## src/rtl/rc4_ksa_core.sv

```systemverilog
// rc4_ksa_core: RC4 identity fill plus key scheduling over an external single-port S memory.
module rc4_ksa_core #(
   parameter int ADDR_W    = 8,
   parameter int KEY_BYTES = 3
) (
   input  logic                   clk,
   input  logic                   rst_n,
   input  logic                   en,
   output logic                   rdy,
   output logic                   done,
   input  logic                   skip_init,
   input  logic [KEY_BYTES*8-1:0] key,
   output logic [ADDR_W-1:0]      addr,
   input  logic [ADDR_W-1:0]      rddata,
   output logic [ADDR_W-1:0]      wrdata,
   output logic                   wren
);
   localparam int KW = KEY_BYTES > 1 ? $clog2(KEY_BYTES) : 1;
   typedef enum logic [3:0] {IDLE, INIT, KSA_RI, KSA_LI, KSA_RJ, KSA_LJ, KSA_WI, KSA_WJ, FIN} state_t;
   state_t state_q, state_d;
   logic [ADDR_W-1:0] i_q, i_d, j_q, j_d, si_q, si_d, sj_q, sj_d, addr_q, wrdata_q, kb;
   logic [KW-1:0] k_q, k_d;
   logic [KEY_BYTES*8-1:0] key_q, key_d;
   logic [7:0] kbyte;
   logic done_q, done_d;
   assign rdy  = state_q == IDLE;
   assign done = done_q;
   // k_q tracks i mod KEY_BYTES so no divider is needed for the key byte select
   always_comb begin
      kbyte   = 8'(key_q >> ((KEY_BYTES - 1 - int'(k_q)) * 8));
      kb      = ADDR_W'(kbyte);
      state_d = state_q;
      i_d     = i_q;
      j_d     = j_q;
      si_d    = si_q;
      sj_d    = sj_q;
      k_d     = k_q;
      key_d   = key_q;
      done_d  = 1'b0;
      wren    = 1'b0;
      addr    = addr_q;
      wrdata  = wrdata_q;
      case (state_q)
         IDLE: if (en) begin
            state_d = skip_init ? KSA_RI : INIT;
            key_d   = key;
            i_d     = '0;
            j_d     = '0;
            k_d     = '0;
         end
         INIT: begin
            addr    = i_q;
            wrdata  = i_q;
            wren    = 1'b1;
            i_d     = i_q + ADDR_W'(1);
            state_d = &i_q ? KSA_RI : INIT;
         end
         KSA_RI: begin
            addr    = i_q;
            state_d = KSA_LI;
         end
         KSA_LI: begin
            si_d    = rddata;
            j_d     = j_q + rddata + kb;
            state_d = KSA_RJ;
         end
         KSA_RJ: begin
            addr    = j_q;
            state_d = KSA_LJ;
         end
         KSA_LJ: begin
            sj_d    = rddata;
            state_d = KSA_WI;
         end
         KSA_WI: begin
            addr    = i_q;
            wrdata  = sj_q;
            wren    = 1'b1;
            state_d = KSA_WJ;
         end
         KSA_WJ: begin
            addr    = j_q;
            wrdata  = si_q;
            wren    = 1'b1;
            i_d     = i_q + ADDR_W'(1);
            k_d     = k_q == KW'(KEY_BYTES - 1) ? '0 : k_q + KW'(1);
            state_d = &i_q ? FIN : KSA_RI;
         end
         FIN: begin
            done_d  = 1'b1;
            state_d = IDLE;
         end
         default: state_d = IDLE;
      endcase
   end
   always_ff @(posedge clk or negedge rst_n) begin
      if (!rst_n) begin
         state_q  <= IDLE;
         i_q      <= '0;
         j_q      <= '0;
         si_q     <= '0;
         sj_q     <= '0;
         k_q      <= '0;
         key_q    <= '0;
         done_q   <= 1'b0;
         addr_q   <= '0;
         wrdata_q <= '0;
      end else begin
         state_q  <= state_d;
         i_q      <= i_d;
         j_q      <= j_d;
         si_q     <= si_d;
         sj_q     <= sj_d;
         k_q      <= k_d;
         key_q    <= key_d;
         done_q   <= done_d;
         addr_q   <= addr;
         wrdata_q <= wrdata;
      end
   end
endmodule
```

## config.mk

```make
export PLATFORM = sky130hd
export DESIGN_NAME = rc4_ksa_core
export DESIGN_NICKNAME = d
export VERILOG_FILES = /design/src/rtl/rc4_ksa_core.sv
export SDC_FILE = /design/constraint.sdc
export NUM_CORES = 1
export LEC_CHECK = 0
export CAP_MARGIN = 5
export CORE_AREA = 2 2 121 64
export CTS_CLUSTER_SIZE = 8
export DETAILED_ROUTE_END_ITERATION = 8
export DIE_AREA = 0 0 123 66
export PLACE_DENSITY_LB_ADDON = 0.15
export SYNTH_ARGS = -nofsm -noshare
export SYNTH_HDL_FRONTEND = slang
export SYNTH_SLANG_ARGS = --single-unit
```

## constraint.sdc

```tcl
create_clock -name clk -period 10.07 [get_ports clk]
set_clock_uncertainty 0.2 [all_clocks]
set_input_delay 2.5175 -clock clk [delete_from_list [all_inputs] [get_ports clk]]
set_output_delay 2.5175 -clock clk [all_outputs]
set_load 0.02 [all_outputs]
```

==> results.json, run 1 <==
{
  "via_per_inst": 5.966,
  "initial_utilization": 0.5706,
  "async_flop_share": 1.000,
  "wirelength_mm": 9.544,
  "max_cap_violations": 0,
  "antenna_left": 0,
  "dieArea_um2": 8118,
  "cts_made_buffers": 9,
  "ctsResizeCount": 0,
  "dpl.hpwl_mm": 6.672,
  "synth_area_leaders": "dfrtp_1, mux2_4, mux2_2",
  "gp_congestion": 0.8829,
  "yosysWarnings": 0,
  "grt_pass1_vias": 2894,
  "rsz0062_at_grt": "false",
  "dpl_cell_area_um2": 4598,
  "hp-class": "flip-flop to flip-flop",
  "first_iter_violations": 397,
  "seq_area_frac_synth": 0.4878,
  "clkLatencyLatePin_ns": 0.34,
  "critPathArrivalTime_ns": 3.08,
  "drc": 0,
  "required_ns": 7.35,
  "nFillCells": 525,
  "postCtsSetupBuffers": 0,
  "drt_first_pass_iters": 5,
  "setup_viol_count_final": 0,
  "grt_max_degree": 80,
  "fmax_ghz": 0.1725,
  "cts_hold_repair.buffers": 0,
  "grt_first_pass_wirelength_mm": 15.23,
  "tritoncts": "yes",
  "grt.overflow.total": 0,
  "io_pins": 55,
  "leakagePower_uw": 0.002262,
  "holdWs_ns": 0.2843,
  "yosysMostFrequentCell": "dfrtp_1",
  "tns_ns": 0,
  "cts_sinks": 79,
  "ys_ff_latch": 79,
  "synth_flop_cell": "dfrtp_1",
  "synth_fp_nets": 407,
  "floorplan.rows": 22,
  "hold_violations": 0,
  "fin_crit_sh": 0.5757,
  "wl_per_cell_um": 19.13,
  "stdcell_area_um2": 4932,
  "slowest_stage": "nor2_1",
  "fin_crit_ns": 5.797,
  "diodes": 0,
  "die_w_um": 123,
  "antenna_found_initial": 0,
  "numPortBuffers": 54,
  "synthDistinctLibCells": 51,
  "worst_pin_slew_ns": 1.064,
  "core_um2": 7102,
  "slew_headroom": 0.2878,
  "vias": 2977,
  "cts-htree-levels": 3,
  "clkTransAtPathRegs_ns": 0.06,
  "groute.usage.overall": 0.2608,
  "synth_cells": 353,
  "crit_fanout": 13,
  "syn_area_um2": 4053,
  "fin_nets": 454,
  "worstSetupStartpointType": "flip-flop",
  "syn_to_final_growth_pct": 21.70,
  "synth_top_area_frac": 0.4878,
  "syn_area_per_cell_um2": 11.48,
  "peakVddDrop_v": 0.0001746,
  "status": "finished, final reports clean",
  "synth_common_cells": "dfrtp_1, nand2_1, mux2_2, nor2_1, o21ai_0",
  "layout-drive-gt1-share": 0.1638,
  "clock_path_buffers": 2,
  "critical-path-max-stage-delay_ns": 0.86,
  "path_cells": "nand2b_1 > nor2_1 > a222oi_1 > nand2_1 > clkdlybuf4s50_1",
  "die_h_um": 66,
  "pwr_density_cell_nw_per_um2": 387.2,
  "yosys.area.top_type": "dfrtp_1",
  "worst-setup-path-type": "flip-flop to primary output",
  "slew_viol_final": 0,
  "end_kind": "primary output",
  "cts_root_buffer": "clkbuf_16",
  "synth-edff-count": 0
}
==> where the power goes <==
part	total (µW)	internal (µW)	switching (µW)
sequential	559	455	103
clock	370	246	124
combinational	981	465	516
==> metrics by stage <==
stage	util	std cells	power (µW)	setup slack [ns]
2_1_floorplan	-	353	1243	5.557
3_3_place_gp	0.6475	485	1489	4.772
3_5_place_dp	0.6475	485	1524	4.727
4_1_cts	0.6945	499	1903	4.307
5_1_grt	0.6945	499	2038	4.122
6_report	0.6945	499	1910	4.273
==> state kept, by name, indices dropped and copies added, names as in the netlist <==
| register | flops |
|---|---|
| k_q | 2 |
| state_q | 4 |
| j_q | 8 |
| i_q | 8 |
| done | 1 |
| si_q | 8 |
| sj_q | 8 |
| wrdata_q | 8 |
| addr_q | 8 |
| key_q | 24 |
==> final cells by class <==
cell class	instances	area (µm²)	share of cell area
Inverter	10	37.54	0.007610
Tap cell	96	120.1	0.02435
Timing Repair Buffer	54	538.0	0.1091
Multi-Input combinational cell	246	1926	0.3904
Clock inverter	4	95.09	0.01928
Clock buffer	10	239.0	0.04845
Sequential cell	79	1977	0.4008
==> critical path: cells and delay by family (launching register included) <==
family	cells	cell delay, ns
compound gates	1	0.28
buf+inv	1	0.62
flops	1	0.52
simple gates	3	1.33
==> logic make-up (layout without fill, tap and decap cells) <==
logic type,Yosys count,after routing,share of synthesized area
AO/OA/AOI/OAI,66,66,0.1078
XOR/XNOR,9,9,0.01945
adder cells (fa/ha/maj),18,18,0.07039
buffers and inverters,28,78,0.03705
flip-flops,79,79,0.4878
multiplexers,51,51,0.1550
AND/OR/NAND/NOR,102,102,0.1226
==> cells in the final DEF, fill, tap and decap left out, drive strengths merged, types with 2 or more instances in the layout <==
cell type      count
bufinv             3
or2                2
mux2              40
nand2b             4
a31oi              2
xnor2              7
a21o               2
a222oi             8
inv               10
a211oi             4
nand2             44
xor2               2
nand3              9
ha                10
o21ai             19
mux2i             11
nand4              3
clkdlybuf4s50     53
nor2              25
a21oi             15
nor3b              3
and2               2
and3               2
clkbuf            10
fa                 8
a22oi              8
nor3               3
dfrtp             79
==> layer usage <==
metal | global-route usage | up-vias | wire length (µm)
met5 | 0 | - | 0
met4 | 0.07244 | 0 | 113
met3 | 0.07759 | 11 | 685
met2 | 0.3474 | 132 | 3841
met1 | 0.4062 | 1495 | 4903
li1 | - | 1339 | -
==> worst paths after layout <==
check / end / from / slack (ns) / cells after the start
setup / recovery: wrdata[1] / state_q[3] / 4.27 / 5
hold reg to reg: addr_q[7] / addr_q[7] / 0.28 / 2
min in group asynchronous: key_q[17] / rst_n / 2.13 / 1
max in group asynchronous: key_q[19] / rst_n / 6.89 / 1
setup reg to reg: j_q[7] / k_q[0] / 5.72 / 15
hold / removal: addr_q[7] / addr_q[7] / 0.28 / 2
No activity file was read; power rests on OpenSTA's default activity.
==> inputs of run 2 (changes only) <==
Settings changed: CORE_AREA 2 2 121 64 to 2 2 131 69, DIE_AREA 0 0 123 66 to 0 0 133 71.
Clock period 10.07 ns to 5.32 ns, I/O delays scaled along.
==> results.json, run 2 (synthesized netlist as in run 1, its figures left out) <==
{
  "fin_util": 0.5917,
  "largest_reg_flops": 24,
  "peakVddDrop_v": 0.0003021,
  "drt_first_pass_iters": 5,
  "path_buf_inv": 1,
  "cts_made_buffers": 9,
  "worst-setup-path-type": "flip-flop to primary output",
  "crit_top_cell": "nor2_2",
  "gp_congestion": 0.8222,
  "crit_fanout": 12,
  "endpoint": "wrdata[7]",
  "cts_hold_repair.buffers": 0,
  "tritoncts": "yes",
  "wirelength_mm": 9.843,
  "floorplan.rows": 24,
  "rsz0062_at_grt": "false",
  "drc": 0,
  "r2r-start": "k_q[0]",
  "wl_per_cell_um": 18.82,
  "grt_pass1_vias": 2851,
  "final_common_cell": "dfrtp_1",
  "grt_first_pass_wirelength_mm": 15.74,
  "r2r_end": "j_q[7]",
  "worst_pin_slew_ns": 0.9893,
  "slew_headroom": 0.3405,
  "clkTransAtPathRegs_ns": 0.06,
  "fin_crit_sh": 0.8411,
  "syn_to_final_growth_pct": 22.32,
  "nFillCells": 677,
  "vias": 2900,
  "holdWs_ns": 0.2818,
  "grt_max_degree": 80,
  "fin_nets": 455,
  "grt.overflow.total": 0,
  "dieArea_um2": 9443,
  "die_w_um": 133,
  "cts-htree-levels": 3,
  "leakagePower_uw": 0.002263,
  "clock_path_buffers": 2,
  "fin_crit_ns": 4.475,
  "worstSetupStartpointType": "flip-flop",
  "core_um2": 8378,
  "ctsResizeCount": 0,
  "path_depth": 6,
  "ff2ff_path_depth": 15,
  "worst_slack_ns": 0.8452,
  "numPortBuffers": 54,
  "path_cells": "nand2b_1 > nor2_2 > nor2_2 > a222oi_1 > nand2_1 > clkdlybuf4s50_1",
  "critPathArrivalTime_ns": 2.94,
  "top_register": "key_q",
  "via_per_inst": 5.545,
  "first_iter_violations": 250,
  "critical-path-max-stage-delay_ns": 0.56,
  "antenna_found_initial": 0,
  "final_cell_mix": "dfrtp_1, clkdlybuf4s50_1, nand2_1, nor2_1, mux2_2",
  "end_kind": "primary output",
  "required_ns": 3.79,
  "tns_ns": 0,
  "postCtsSetupBuffers": 0,
  "pwr_density_cell_nw_per_um2": 725.0,
  "groute.usage.overall": 0.2234,
  "dpl_cell_area_um2": 4632,
  "clkLatencyLatePin_ns": 0.34,
  "hp-class": "flip-flop to flip-flop",
  "max_cap_violations": 0,
  "setup_viol_count_final": 0,
  "r2r_slack_ns": 1.37,
  "die_h_um": 71,
  "antenna_left": 0,
  "slew_viol_final": 0,
  "stdcell_area_um2": 4957,
  "io_pins": 55,
  "initial_utilization": 0.4837,
  "cts_root_buffer": "clkbuf_16",
  "dpl.hpwl_mm": 6.938,
  "diodes": 0,
  "layout-drive-gt1-share": 0.1650,
  "hold_violations": 0,
  "startpoint": "state_q[3]",
  "slowest_stage": "clkdlybuf4s50_1",
  "cts_sinks": 79,
  "status": "finished, final reports clean",
  "place_ws_ns": 1.236,
  "critical-path-top-delay-family": "simple AND/OR/NAND/NOR gates",
  "fmax_ghz": 0.2235
}
[run 2: cell count changes in the layout (fill, tap and decap cells not counted)]
cell and change:
buf_4 +1, bufinv_16 -1, clkbuf_1 +2, clkbuf_8 +1
[run 2: stage by stage]
step                      power [µW]  cells
after detailed placement        2899    507
after floorplan                 2354    353
after global placement          2858    507
after CTS                       3607    523
after global routing            3847    523
final                           3594    523
[run 2: final cells by class]
class | count | area [µm²] | share of cell area
sequential | 79 | 1977 | 0.3988
timing repair buffer | 55 | 545.5 | 0.1100
clock inverter | 3 | 65.06 | 0.01312
tap | 117 | 146.4 | 0.02953
inverter | 10 | 37.54 | 0.007572
clock buffer | 13 | 260.3 | 0.05250
multi-input combinational | 246 | 1926 | 0.3884
[run 2: layer usage]
metal | vias to the layer above | part of all wire | GRT usage
met5 | - | 0 | 0
met2 | 103 | 0.41 | 0.2884
met4 | 0 | 0.0097 | 0.05854
met3 | 8 | 0.081 | 0.07097
met1 | 1444 | 0.50 | 0.3544
li1 | 1345 | - | -
[run 2: worst min-delay path: stages (launching register included)]
cell and delay (ns):
dfrtp_1 0.32, nand2_1 0.05, nand2_1 0.08
[run 2: worst min path at each step]
stage / from / end / slack, ns / cells after the start
final: addr_q[1] / addr_q[1] / 0.28 / 2
after global routing: addr_q[1] / addr_q[1] / 0.31 / 2
after CTS: addr_q[1] / addr_q[1] / 0.28 / 2
after detailed placement: addr_q[1] / addr_q[1] / 0.27 / 2
after global placement: addr_q[1] / addr_q[1] / 0.26 / 2
after floorplan: key_q[15] / key_q[15] / 0.27 / 1
[run 2: where the power goes]
group	switching [µW]	internal [µW]	leakage, µW
clock	238	436	0.000160
combinational	962	886	0.00112
sequential	210	862	0.000984
total	1410	2180	0.00226
==> inputs of run 3 (changes only) <==
Settings changed: CORE_AREA 2 2 131 69 to 2 2 125 66, DIE_AREA 0 0 133 71 to 0 0 127 68.
Clock period 5.32 ns to 4.49 ns, I/O delays scaled along.
==> results.json, run 3 (synthesized netlist as in run 1, its figures left out) <==
{
  "p_comb_frac": 0.516,
  "grtUsageMet2": 0.2991,
  "path_buf_inv": 2,
  "hp-class": "flip-flop to flip-flop",
  "end_kind": "flip-flop",
  "clock_path_buffers": 2,
  "io_pins": 55,
  "worst-setup-path-type": "flip-flop to flip-flop",
  "postCtsSetupBuffers": 0,
  "antenna_left": 0,
  "grt_pass1_vias": 2792,
  "dieArea_um2": 8636,
  "worst_pin_slew_ns": 1.016,
  "dpl_cell_area_um2": 4626,
  "rsz0062_at_grt": "false",
  "floorplan.rows": 23,
  "cts_root_buffer": "clkbuf_16",
  "place_ws_ns": 0.5042,
  "fmax_ghz": 0.2467,
  "grt_first_pass_wirelength_mm": 15.34,
  "min_to": "addr_q[7]",
  "status": "finished, final reports clean",
  "crit_fanout": 13,
  "die_w_um": 127,
  "core_um2": 7655,
  "grt_max_degree": 80,
  "cts-htree-levels": 3,
  "cts_made_buffers": 9,
  "wl_per_cell_um": 18.87,
  "ctsResizeCount": 0,
  "peakVddDrop_v": 0.0003228,
  "largest_reg_flops": 24,
  "critical-path-top-delay-family": "adder cells",
  "die_h_um": 68,
  "via_per_inst": 5.811,
  "grt_busiest_layer": "met1",
  "worst_slack_ns": 0.4370,
  "fin_nets": 457,
  "power_frac_seq": 0.298,
  "p_total_uw": 4266,
  "dpl.hpwl_mm": 6.795,
  "slew_headroom": 0.3230,
  "numPortBuffers": 54,
  "tns_ns": 0,
  "r2r-start": "k_q[0]",
  "diodes": 0,
  "stdcell_area_um2": 4950,
  "clkLatencyLatePin_ns": 0.34,
  "r2r_end": "j_q[7]",
  "antenna_found_initial": 0,
  "wirelength_mm": 9.587,
  "layout-drive-gt1-share": 0.1716,
  "p_int_uw": 2581,
  "first_iter_violations": 312,
  "critPathArrivalTime_ns": 4.03,
  "fin_crit_sh": 0.9027,
  "hold_path_depth": 2,
  "critical-path-max-stage-delay_ns": 0.61,
  "swShare": 0.3950,
  "hold_start": "addr_q[7]",
  "grt.overflow.total": 0,
  "gp_congestion": 0.8840,
  "dp.cells": 492,
  "pwr_density_cell_nw_per_um2": 861.8,
  "p_sw_uw": 1685,
  "nFillCells": 593,
  "max_cap_violations": 0,
  "syn_to_final_growth_pct": 22.14,
  "hold_violations": 0,
  "path_cells": "inv_1 > ha_1 > mux2i_1 > nor2_1 > a21oi_1 > nor2_1 > fa_1 > ha_1 > inv_1 > fa_1 > nor2b_1 > o31a_1 > o22ai_1 > xnor2_1 > o21ai_0",
  "leakagePower_uw": 0.002269,
  "final_cell_mix": "dfrtp_1, clkdlybuf4s50_1, nand2_1, nor2_1, mux2_2",
  "initial_utilization": 0.5294,
  "top_register": "key_q",
  "vias": 2952,
  "drc": 0,
  "required_ns": 4.47,
  "drt_first_pass_iters": 6,
  "setup_viol_count_final": 0,
  "slew_viol_final": 0,
  "ff2ff_path_depth": 15,
  "groute.usage.overall": 0.2419,
  "r2r_slack_ns": 0.44,
  "fin_crit_ns": 4.053,
  "globalRouteMet3Util": 0.06724,
  "slowest_stage": "ha_1",
  "tritoncts": "yes",
  "clkTransAtPathRegs_ns": 0.06,
  "grt_util_met1": 0.3907,
  "cts_hold_repair.buffers": 0,
  "final_common_cell": "dfrtp_1",
  "worstSetupStartpointType": "flip-flop",
  "cts_sinks": 79,
  "clock_power_share": 0.186,
  "fin_cells": 508
}
## run 3: cell count changes in the layout (fill, tap and decap cells not counted), sizes merged
cell | previous run | this run
buf | 2 | 4
clkbuf | 13 | 11
clkinvlp | 0 | 1
clkinv | 1 | 2
## run 3: worst max-delay path by stage
stage,start,end,depth (start not counted)
after global routing,k_q[0],j_q[7],15
after detailed placement,k_q[0],j_q[7],15
after floorplan,k_q[0],j_q[7],17
after CTS,state_q[2],addr[6],6
after global placement,k_q[0],j_q[7],15
final,k_q[0],j_q[7],15
## run 3: metal layers
layer | vias up | share of wire
li1 | 1360 | -
met1 | 1453 | 0.54
met2 | 124 | 0.37
met3 | 15 | 0.068
met4 | 0 | 0.016
met5 | - | 0
## run 3: area by class of cell
class	instances	area (µm²)	share of cell area
multi-input combinational	246	1926	0.3890
tap	100	125.1	0.02528
sequential	79	1977	0.3994
clock buffer	11	242.7	0.04904
clock inverter	5	81.33	0.01643
inverter	10	37.54	0.007583
timing repair buffer	57	560.5	0.1132
## run 3: stage by stage
step           hold WS, ns    util
6_report            0.2750  0.6466
5_1_grt             0.2941  0.6466
4_1_cts             0.2792  0.6466
3_5_place_dp        0.2643  0.6043
3_3_place_gp        0.2583  0.6043
2_1_floorplan       0.2736       -
## run 3: tightest hold or removal path, cell delays in order (launching register included)
cell and delay, ns:
dfrtp_1 0.32, nand2_1 0.04, nand2_1 0.08
## run 3: power groups by stage
stage                     combinational, µW  sequential (µW)  clock [µW]
after global routing                   2410             1300         838
final                                  2200             1270         792
after detailed placement               2190             1270           0
after CTS                              2190             1260         804
after global placement                 2120             1260           0
after floorplan                        1630             1150           0
